## src/rtl/decode_stage.sv

```systemverilog
// Decode stage: a small instruction FIFO feeding a RISC-V control decoder with a
// registered, valid/ready output. Define DECODE_M_EN to decode the M extension.
module decode_stage #(
   parameter int XLEN   = 32,
   parameter int QDEPTH = 2
) (
   input  logic            clk,
   input  logic            rst,
   input  logic            in_valid,
   output logic            in_ready,
   input  logic [31:0]     in_instr,
   input  logic [XLEN-1:0] in_pc,
   input  logic            flush,
   input  logic            ex_valid,
   input  logic            ex_is_load,
   input  logic [4:0]      ex_rd,
   output logic            out_valid,
   input  logic            out_ready,
   output logic [4:0]      alu_op,
   output logic            reg_write_en,
   output logic [1:0]      br_type,
   output logic            ram_write_en,
   output logic            ram_read_en,
   output logic [3:0]      ram_type,
   output logic            ram_sign,
   output logic            mux_op1_select,
   output logic            mux_op2_select,
   output logic            mux_br_sel,
   output logic [1:0]      mux_writeback,
   output logic [4:0]      rs1,
   output logic [4:0]      rs2,
   output logic [4:0]      rd,
   output logic [XLEN-1:0] imm,
   output logic [XLEN-1:0] out_pc,
   output logic            illegal
);

   localparam int AW = $clog2(QDEPTH);
   localparam logic [AW:0] PTR_ONE = {{AW{1'b0}}, 1'b1};

   localparam logic [6:0] OPC_OP     = 7'b0110011;
   localparam logic [6:0] OPC_OP_IMM = 7'b0010011;
   localparam logic [6:0] OPC_LOAD   = 7'b0000011;
   localparam logic [6:0] OPC_STORE  = 7'b0100011;
   localparam logic [6:0] OPC_BRANCH = 7'b1100011;
   localparam logic [6:0] OPC_JAL    = 7'b1101111;
   localparam logic [6:0] OPC_JALR   = 7'b1100111;
   localparam logic [6:0] OPC_LUI    = 7'b0110111;
   localparam logic [6:0] OPC_AUIPC  = 7'b0010111;

   localparam logic [4:0] ALU_ADD    = 5'd0;
   localparam logic [4:0] ALU_SUB    = 5'd1;
   localparam logic [4:0] ALU_SLL    = 5'd2;
   localparam logic [4:0] ALU_SLT    = 5'd3;
   localparam logic [4:0] ALU_SLTU   = 5'd4;
   localparam logic [4:0] ALU_XOR    = 5'd5;
   localparam logic [4:0] ALU_SRL    = 5'd6;
   localparam logic [4:0] ALU_SRA    = 5'd7;
   localparam logic [4:0] ALU_OR     = 5'd8;
   localparam logic [4:0] ALU_AND    = 5'd9;
   localparam logic [4:0] ALU_COPY_B = 5'd10;
   localparam logic [4:0] ALU_EQ     = 5'd11;
   localparam logic [4:0] ALU_NE     = 5'd12;
   localparam logic [4:0] ALU_LT     = 5'd13;
   localparam logic [4:0] ALU_GE     = 5'd14;
   localparam logic [4:0] ALU_LTU    = 5'd15;
   localparam logic [4:0] ALU_GEU    = 5'd16;
`ifdef DECODE_M_EN
   localparam logic [4:0] ALU_MUL    = 5'd24;
`endif

   localparam logic [1:0] BR_NONE = 2'd0;
   localparam logic [1:0] BR_COND = 2'd1;
   localparam logic [1:0] BR_JAL  = 2'd2;
   localparam logic [1:0] BR_JALR = 2'd3;

   localparam logic [3:0] RAM_NONE     = 4'd0;
   localparam logic [3:0] RAM_BYTE     = 4'd1;
   localparam logic [3:0] RAM_HALFWORD = 4'd2;
   localparam logic [3:0] RAM_WORD     = 4'd4;
   localparam logic [3:0] RAM_DOUBLE   = 4'd8;

   localparam logic [1:0] WB_NO_DATA  = 2'd0;
   localparam logic [1:0] WB_ALU_OUT  = 2'd1;
   localparam logic [1:0] WB_RAM_DATA = 2'd2;
   localparam logic [1:0] WB_PC_PLUS4 = 2'd3;

   logic [31:0]     q_instr [QDEPTH];
   logic [XLEN-1:0] q_pc    [QDEPTH];
   logic [AW:0]     wr_ptr, rd_ptr;
   logic            full, empty, push, load_out, hazard;
   logic [31:0]     head;
   logic [XLEN-1:0] head_pc;

   assign full     = (wr_ptr[AW] != rd_ptr[AW]) && (wr_ptr[AW-1:0] == rd_ptr[AW-1:0]);
   assign empty    = (wr_ptr == rd_ptr);
   assign in_ready = !full && !flush;
   assign push     = in_valid && in_ready;
   assign head     = q_instr[rd_ptr[AW-1:0]];
   assign head_pc  = q_pc[rd_ptr[AW-1:0]];
   assign load_out = (!out_valid || out_ready) && !empty && !hazard && !flush;

   always_ff @(posedge clk) begin
      if (push) begin
         q_instr[wr_ptr[AW-1:0]] <= in_instr;
         q_pc[wr_ptr[AW-1:0]]    <= in_pc;
      end
   end

   // Flush drops everything, so both pointers return to a common empty position.
   always_ff @(posedge clk or posedge rst) begin
      if (rst) begin
         wr_ptr <= '0;
         rd_ptr <= '0;
      end else if (flush) begin
         wr_ptr <= '0;
         rd_ptr <= '0;
      end else begin
         if (push)     wr_ptr <= wr_ptr + PTR_ONE;
         if (load_out) rd_ptr <= rd_ptr + PTR_ONE;
      end
   end

   logic [6:0] opcode, funct7;
   logic [2:0] funct3;
   logic       uses_rs1, uses_rs2, shift_ok_l, shift_ok_r;

   assign opcode = head[6:0];
   assign funct3 = head[14:12];
   assign funct7 = head[31:25];
   assign uses_rs1 = (opcode == OPC_OP) || (opcode == OPC_OP_IMM) || (opcode == OPC_LOAD) ||
                     (opcode == OPC_STORE) || (opcode == OPC_BRANCH) || (opcode == OPC_JALR);
   assign uses_rs2 = (opcode == OPC_OP) || (opcode == OPC_STORE) || (opcode == OPC_BRANCH);
   assign hazard = ex_valid && ex_is_load && (ex_rd != 5'd0) &&
                   ((uses_rs1 && ex_rd == head[19:15]) || (uses_rs2 && ex_rd == head[24:20]));
   // RV64 shift amounts are six bits wide, so bit 25 only has to be zero on RV32.
   assign shift_ok_l = (head[31:26] == 6'b000000) && ((XLEN == 64) || !head[25]);
   assign shift_ok_r = ((head[31:26] == 6'b000000) || (head[31:26] == 6'b010000)) &&
                       ((XLEN == 64) || !head[25]);

   logic [4:0]      d_alu_op, base_alu;
   logic [1:0]      d_br_type, d_wb;
   logic [3:0]      d_ram_type;
   logic [XLEN-1:0] d_imm;
   logic            d_reg_write_en, d_ram_write_en, d_ram_read_en, d_ram_sign;
   logic            d_op1, d_op2, d_br_sel, legal;

   always_comb begin
      base_alu       = ALU_ADD;
      d_alu_op       = ALU_ADD;
      d_reg_write_en = 1'b0;
      d_br_type      = BR_NONE;
      d_ram_write_en = 1'b0;
      d_ram_read_en  = 1'b0;
      d_ram_type     = RAM_NONE;
      d_ram_sign     = 1'b1;
      d_op1          = 1'b0;
      d_op2          = 1'b0;
      d_br_sel       = 1'b0;
      d_wb           = WB_NO_DATA;
      d_imm          = '0;
      legal          = 1'b1;
      case (funct3)
         3'b000:  base_alu = ALU_ADD;
         3'b001:  base_alu = ALU_SLL;
         3'b010:  base_alu = ALU_SLT;
         3'b011:  base_alu = ALU_SLTU;
         3'b100:  base_alu = ALU_XOR;
         3'b101:  base_alu = ALU_SRL;
         3'b110:  base_alu = ALU_OR;
         default: base_alu = ALU_AND;
      endcase
      case (opcode)
         OPC_OP: begin
            d_reg_write_en = 1'b1;
            d_wb           = WB_ALU_OUT;
            case (funct7)
               7'b0000000: d_alu_op = base_alu;
               7'b0100000: begin
                  if (funct3 == 3'b000)      d_alu_op = ALU_SUB;
                  else if (funct3 == 3'b101) d_alu_op = ALU_SRA;
                  else                       legal    = 1'b0;
               end
`ifdef DECODE_M_EN
               7'b0000001: d_alu_op = ALU_MUL + {2'b00, funct3};
`endif
               default: legal = 1'b0;
            endcase
         end
         OPC_OP_IMM: begin
            d_reg_write_en = 1'b1;
            d_wb           = WB_ALU_OUT;
            d_op2          = 1'b1;
            d_imm          = XLEN'($signed(head[31:20]));
            d_alu_op       = (funct3 == 3'b101 && head[30]) ? ALU_SRA : base_alu;
            if (funct3 == 3'b001)      legal = shift_ok_l;
            else if (funct3 == 3'b101) legal = shift_ok_r;
         end
         OPC_LOAD: begin
            d_reg_write_en = 1'b1;
            d_ram_read_en  = 1'b1;
            d_wb           = WB_RAM_DATA;
            d_op2          = 1'b1;
            d_imm          = XLEN'($signed(head[31:20]));
            case (funct3)
               3'b000: d_ram_type = RAM_BYTE;
               3'b001: d_ram_type = RAM_HALFWORD;
               3'b010: d_ram_type = RAM_WORD;
               3'b011: begin
                  if (XLEN == 64) d_ram_type = RAM_DOUBLE;
                  else            legal      = 1'b0;
               end
               3'b100: begin
                  d_ram_type = RAM_BYTE;
                  d_ram_sign = 1'b0;
               end
               3'b101: begin
                  d_ram_type = RAM_HALFWORD;
                  d_ram_sign = 1'b0;
               end
               default: legal = 1'b0;
            endcase
         end
         OPC_STORE: begin
            d_ram_write_en = 1'b1;
            d_op2          = 1'b1;
            d_imm          = XLEN'($signed({head[31:25], head[11:7]}));
            case (funct3)
               3'b000: d_ram_type = RAM_BYTE;
               3'b001: d_ram_type = RAM_HALFWORD;
               3'b010: d_ram_type = RAM_WORD;
               3'b011: begin
                  if (XLEN == 64) d_ram_type = RAM_DOUBLE;
                  else            legal      = 1'b0;
               end
               default: legal = 1'b0;
            endcase
         end
         OPC_BRANCH: begin
            d_br_type = BR_COND;
            d_imm     = XLEN'($signed({head[31], head[7], head[30:25], head[11:8], 1'b0}));
            case (funct3)
               3'b000:  d_alu_op = ALU_EQ;
               3'b001:  d_alu_op = ALU_NE;
               3'b100:  d_alu_op = ALU_LT;
               3'b101:  d_alu_op = ALU_GE;
               3'b110:  d_alu_op = ALU_LTU;
               3'b111:  d_alu_op = ALU_GEU;
               default: legal    = 1'b0;
            endcase
         end
         OPC_JAL: begin
            d_reg_write_en = 1'b1;
            d_wb           = WB_PC_PLUS4;
            d_br_type      = BR_JAL;
            d_op1          = 1'b1;
            d_op2          = 1'b1;
            d_imm          = XLEN'($signed({head[31], head[19:12], head[20], head[30:21], 1'b0}));
         end
         OPC_JALR: begin
            d_reg_write_en = 1'b1;
            d_wb           = WB_PC_PLUS4;
            d_br_type      = BR_JALR;
            d_op2          = 1'b1;
            d_br_sel       = 1'b1;
            d_imm          = XLEN'($signed(head[31:20]));
            legal          = (funct3 == 3'b000);
         end
         OPC_LUI: begin
            d_reg_write_en = 1'b1;
            d_wb           = WB_ALU_OUT;
            d_alu_op       = ALU_COPY_B;
            d_op2          = 1'b1;
            d_imm          = XLEN'($signed({head[31:12], 12'b0}));
         end
         OPC_AUIPC: begin
            d_reg_write_en = 1'b1;
            d_wb           = WB_ALU_OUT;
            d_op1          = 1'b1;
            d_op2          = 1'b1;
            d_imm          = XLEN'($signed({head[31:12], 12'b0}));
         end
         default: legal = 1'b0;
      endcase
      // Illegal encodings still travel downstream, but must not cause any side effect.
      if (!legal) begin
         d_alu_op       = ALU_ADD;
         d_reg_write_en = 1'b0;
         d_br_type      = BR_NONE;
         d_ram_write_en = 1'b0;
         d_ram_read_en  = 1'b0;
         d_ram_type     = RAM_NONE;
         d_ram_sign     = 1'b1;
         d_op1          = 1'b0;
         d_op2          = 1'b0;
         d_br_sel       = 1'b0;
         d_wb           = WB_NO_DATA;
         d_imm          = '0;
      end
   end

   always_ff @(posedge clk or posedge rst) begin
      if (rst) begin
         out_valid      <= 1'b0;
         alu_op         <= ALU_ADD;
         reg_write_en   <= 1'b0;
         br_type        <= BR_NONE;
         ram_write_en   <= 1'b0;
         ram_read_en    <= 1'b0;
         ram_type       <= RAM_NONE;
         ram_sign       <= 1'b0;
         mux_op1_select <= 1'b0;
         mux_op2_select <= 1'b0;
         mux_br_sel     <= 1'b0;
         mux_writeback  <= WB_NO_DATA;
         rs1            <= 5'd0;
         rs2            <= 5'd0;
         rd             <= 5'd0;
         imm            <= '0;
         out_pc         <= '0;
         illegal        <= 1'b0;
      end else if (flush) begin
         out_valid <= 1'b0;
      end else if (load_out) begin
         out_valid      <= 1'b1;
         alu_op         <= d_alu_op;
         reg_write_en   <= d_reg_write_en;
         br_type        <= d_br_type;
         ram_write_en   <= d_ram_write_en;
         ram_read_en    <= d_ram_read_en;
         ram_type       <= d_ram_type;
         ram_sign       <= d_ram_sign;
         mux_op1_select <= d_op1;
         mux_op2_select <= d_op2;
         mux_br_sel     <= d_br_sel;
         mux_writeback  <= d_wb;
         rs1            <= head[19:15];
         rs2            <= head[24:20];
         rd             <= head[11:7];
         imm            <= d_imm;
         out_pc         <= head_pc;
         illegal        <= !legal;
      end else if (out_ready) begin
         out_valid <= 1'b0;
      end
   end

endmodule

```

## config.mk

```make
export PLATFORM = sky130hd
export DESIGN_NAME = decode_stage
export DESIGN_NICKNAME = d
export VERILOG_FILES = /design/src/rtl/decode_stage.sv
export SDC_FILE = /design/constraint.sdc
export NUM_CORES = 1
export LEC_CHECK = 0
export CORE_MARGIN = 2
export CORE_UTILIZATION = 30
export CTS_CLUSTER_DIAMETER = 100
export DETAILED_ROUTE_END_ITERATION = 16
export PLACE_DENSITY = 0.48
export SYNTH_ARGS = -nofsm -noshare
export SYNTH_HDL_FRONTEND = slang
export SYNTH_SLANG_ARGS = --single-unit
```

## constraint.sdc

```tcl
create_clock -name clk -period 7.65 [get_ports clk]
set_input_delay 1.1475 -clock clk [delete_from_list [all_inputs] [get_ports clk]]
set_output_delay 1.1475 -clock clk [all_outputs]
set_load 0.005 [all_outputs]
```

==> run summary <==
syn_area_per_cell: 13.52 sq um
Max Cap Viol: 0
CP max FO: 73
GRT Total Usage: 15.51%
RSZ-0062 raised after global routing: false
pin count of the biggest net entering global routing: 74
final setup fails: 0
initial antenna violation count: 4
clk sinks: 232
Worst Hold Class: flip-flop to flip-flop
Die ar.: 0.03514 sq mm
Routed WL: 27,830 microns
share of post-route cells with drive strength above 1: 13.75%
Syn Std Cell Area: 0.01010 sq mm
final setup TNS: 0 ns
VDD IR max: 178.3 uV
crit path kind: flip-flop to flip-flop
TritonCTS Buffers: 27
FMAX: 223.1 MHz
Largest stage delay, worst path: 1.01 ns
worst-case clock buffer depth: 3
result of the run: finished clean
Critical Path Sink Type: flip-flop
Cells after Synth: 747
Final Skew: 0.01082 ns
TritonCTS clock tree: yes
final critical-path required period: 4.483 ns
P_leak: 4.631 nW
EDFF count, synth: 128
IO Port Bufs: 176
Nets: 993
Max-slew headroom: 25.67%
most frequent CP cell: buf_4
global route overflow: 0
core area: 0.03336 sq mm
Post-CTS Resized: 0
sequential share of the synthesized area: 63.85%
slowest CP cell: dfrtp_4
fin crit share: 58.60%
die height: 187.4 microns
DRT Pass-1 Iters: 4
Residual DRC: 0
row count: 67
filler instances: 3,285
vias per cell: 4.878
post-DP HPWL: 18,640 microns
Layout area overhead: 29.72%
via count: 6,766
routability cong.: 0.8125
first-pass GRT wire length: 42,210 microns
Initial Utilization: 30.26%
Synth Register Bits: 232
Synth Flop Type: edfxtp_1
clk_lat worst skew: 0.54 ns
DIE WIDTH: 187.4 microns
Synthesized Nets: 823
Worst Tran Pin Value: 1.115 ns
crit-path cells: buf_4, mux2i_1, xnor2_1, or4_4, a311oi_4, nor3_4, buf_4, mux2_4
Pins Over Slew Limit: 0
CP Data Arrival Time: 4.91 ns
I/O pin total: 178
setup bufs post-CTS: 0
DRT iter0 DRCs: 498
Ys Warns: 0
# hold bufs at CTS: 0
Post-synth ARST share: 44.83%
Final Instance Count excl. Fillers: 1,387
Hold Vio Cnt, Final: 0
Routed Antenna Nets: 0
Critical Path RT: 8.08 ns
Hold WS: 0.4928 ns
CTS H-tree lvls: 1
Setup crit start kind: flip-flop
placed insts: 1,336
Synth cell types: 68
clk slew on worst S/H paths: 0.06 ns
clk root buf: clkbuf_16
vias in the first global route: 6,791
Power Density: 303.0 mW/mm^2
Routed wire per std cell: 20.06 microns
## placed cells by master (no fill, tap or decap), types with 4 or more instances in the layout
master           count
mux2i_2              4
a21boi_0            14
a21oi_1             67
clkbuf_8             4
inv_1               24
o2bb2ai_1            8
a31o_2              19
nor2_1              26
dfrtp_1            103
clkdlybuf4s50_1    176
buf_4               12
mux2_2              16
nand3_1             28
clkbuf_16           27
a21oi_2             20
nor4_1               8
o22ai_1             26
o21a_1              12
a41oi_1              4
xnor2_1              7
mux2_4               5
a32oi_1              4
clkbuf_1            14
nand3b_1             4
o21ai_0             12
nand2_1             21
clkinv_2             4
edfxtp_1           128
mux2i_1             72
xor2_1               8
## where the power goes
part / total, mW / leakage, nW / internal, mW / switching (mW)
logic: 1.09 / 1.76 / 0.532 / 0.554
clock network: 1.20 / 0.403 / 0.697 / 0.500
registers: 1.69 / 2.47 / 1.52 / 0.163
total: 3.97 / 4.63 / 2.75 / 1.22
## per-stage QoR
| stage | cell area, sq um | worst slack (ns) | utilization (%) | power, mW |
|---|---|---|---|---|
| 2_1_floorplan | 10100 | 3.018 | - | 2.293 |
| 6_report | 13100 | 3.167 | 39.25 | 3.968 |
| 5_1_grt | 13090 | 2.933 | 39.24 | 4.183 |
| 3_5_place_dp | 12270 | 3.208 | 36.78 | 2.816 |
| 4_1_cts | 13090 | 3.117 | 39.24 | 4.031 |
| 3_3_place_gp | 12270 | 3.269 | 36.78 | 2.806 |
## critical path, delay by kind of cell (launching register included)
family,cells,cell delay [ns]
mux,2,1.03
flops,1,1.01
buf+inv,2,1.01
simple gates,2,0.60
compound gates,1,0.43
xor+xnor,1,0.14
## cell type report
type	count	area [sq um]	area share, %
diodes	1	2.502	0.01911
clock buffers	45	783.3	5.981
clock inverters	5	40.04	0.3057
inverters	25	96.34	0.7356
multi-input cells	443	3312	25.29
flip-flops and latches	232	6450	49.25
well taps	448	560.5	4.280
repair buffers	188	1852	14.14
## path summary, 6_finish.rpt
check | slack (ns) | endpoint | cells past startpoint | startpoint
setup / recovery | 3.17 | illegal$_DFFE_PP0P_ | 8 | rd_ptr[0]$_DFFE_PP0P_
hold / removal | 0.49 | rs2[0]$_DFFE_PP0P_ | 1 | rs2[0]$_DFFE_PP0P_
setup reg to reg | 3.17 | illegal$_DFFE_PP0P_ | 8 | rd_ptr[0]$_DFFE_PP0P_
hold reg to reg | 0.49 | rs2[0]$_DFFE_PP0P_ | 1 | rs2[0]$_DFFE_PP0P_
max in group asynchronous | 5.38 | imm[12]$_DFFE_PP0P_ | 3 | rst
min in group asynchronous | 1.03 | out_pc[21]$_DFFE_PP0P_ | 2 | rst
## synthesized netlist by cell type, types with 3 or more instances
master     count  area (sq um)
edfxtp_1     128          3844
dfrtp_1      104          2603
mux2i_1       72         720.7
a21oi_1       67         335.3
nand3_1       28         140.1
nor2_1        27         101.4
o22ai_1       26         162.7
inv_1         25         93.84
nand2_1       21         78.83
a21oi_2       20         175.2
clkbuf_1      20         75.07
a31o_2        19         166.4
mux2_2        16         180.2
a21boi_0      14         105.1
buf_2         13         65.06
o21a_1        12         90.09
o21ai_0       12         60.06
buf_6          9         101.4
nor4_1         8         50.05
o2bb2ai_1      8         70.07
xor2_1         8         70.07
xnor2_1        7         61.31
mux2_4         5         75.07
a32oi_1        4         35.03
a41oi_1        4         35.03
mux2i_2        4         55.05
nand3b_1       4         30.03
a211oi_1       3         22.52
buf_4          3         22.52
nand4_1        3         18.77
o211ai_1       3         22.52
or3_1          3         18.77
or3b_2         3         26.28
## registers in the layout, indices dropped and copies added (netlist names), 2 cells and up
register	count
wr_ptr	2
rs1	5
imm	32
br_type	2
rd_ptr	2
rs2	5
mux_writeback	2
q_instr	64
alu_op	5
ram_type	3
out_pc	32
rd	5
q_pc	64
## routing by layer
layer	vias up	share of wire (%)	track usage (%)
li1	3194	-	-
met3	35	6.5	3.921
met5	-	0.11	0
met1	3319	46	21.55
met2	214	45	24.56
met4	4	1.6	3.301
## cell families after synthesis
family / count (synthesis) / share of synthesized area (%)
flip-flops: 232 / 63.85
AO/OA/AOI/OAI: 212 / 14.82
other: 1 / 0.03714
AND/OR/NAND/NOR: 118 / 6.160
multiplexers: 97 / 10.21
buffers and inverters: 72 / 3.619
XOR/XNOR: 15 / 1.301
Power figures use the tool's default switching activity.
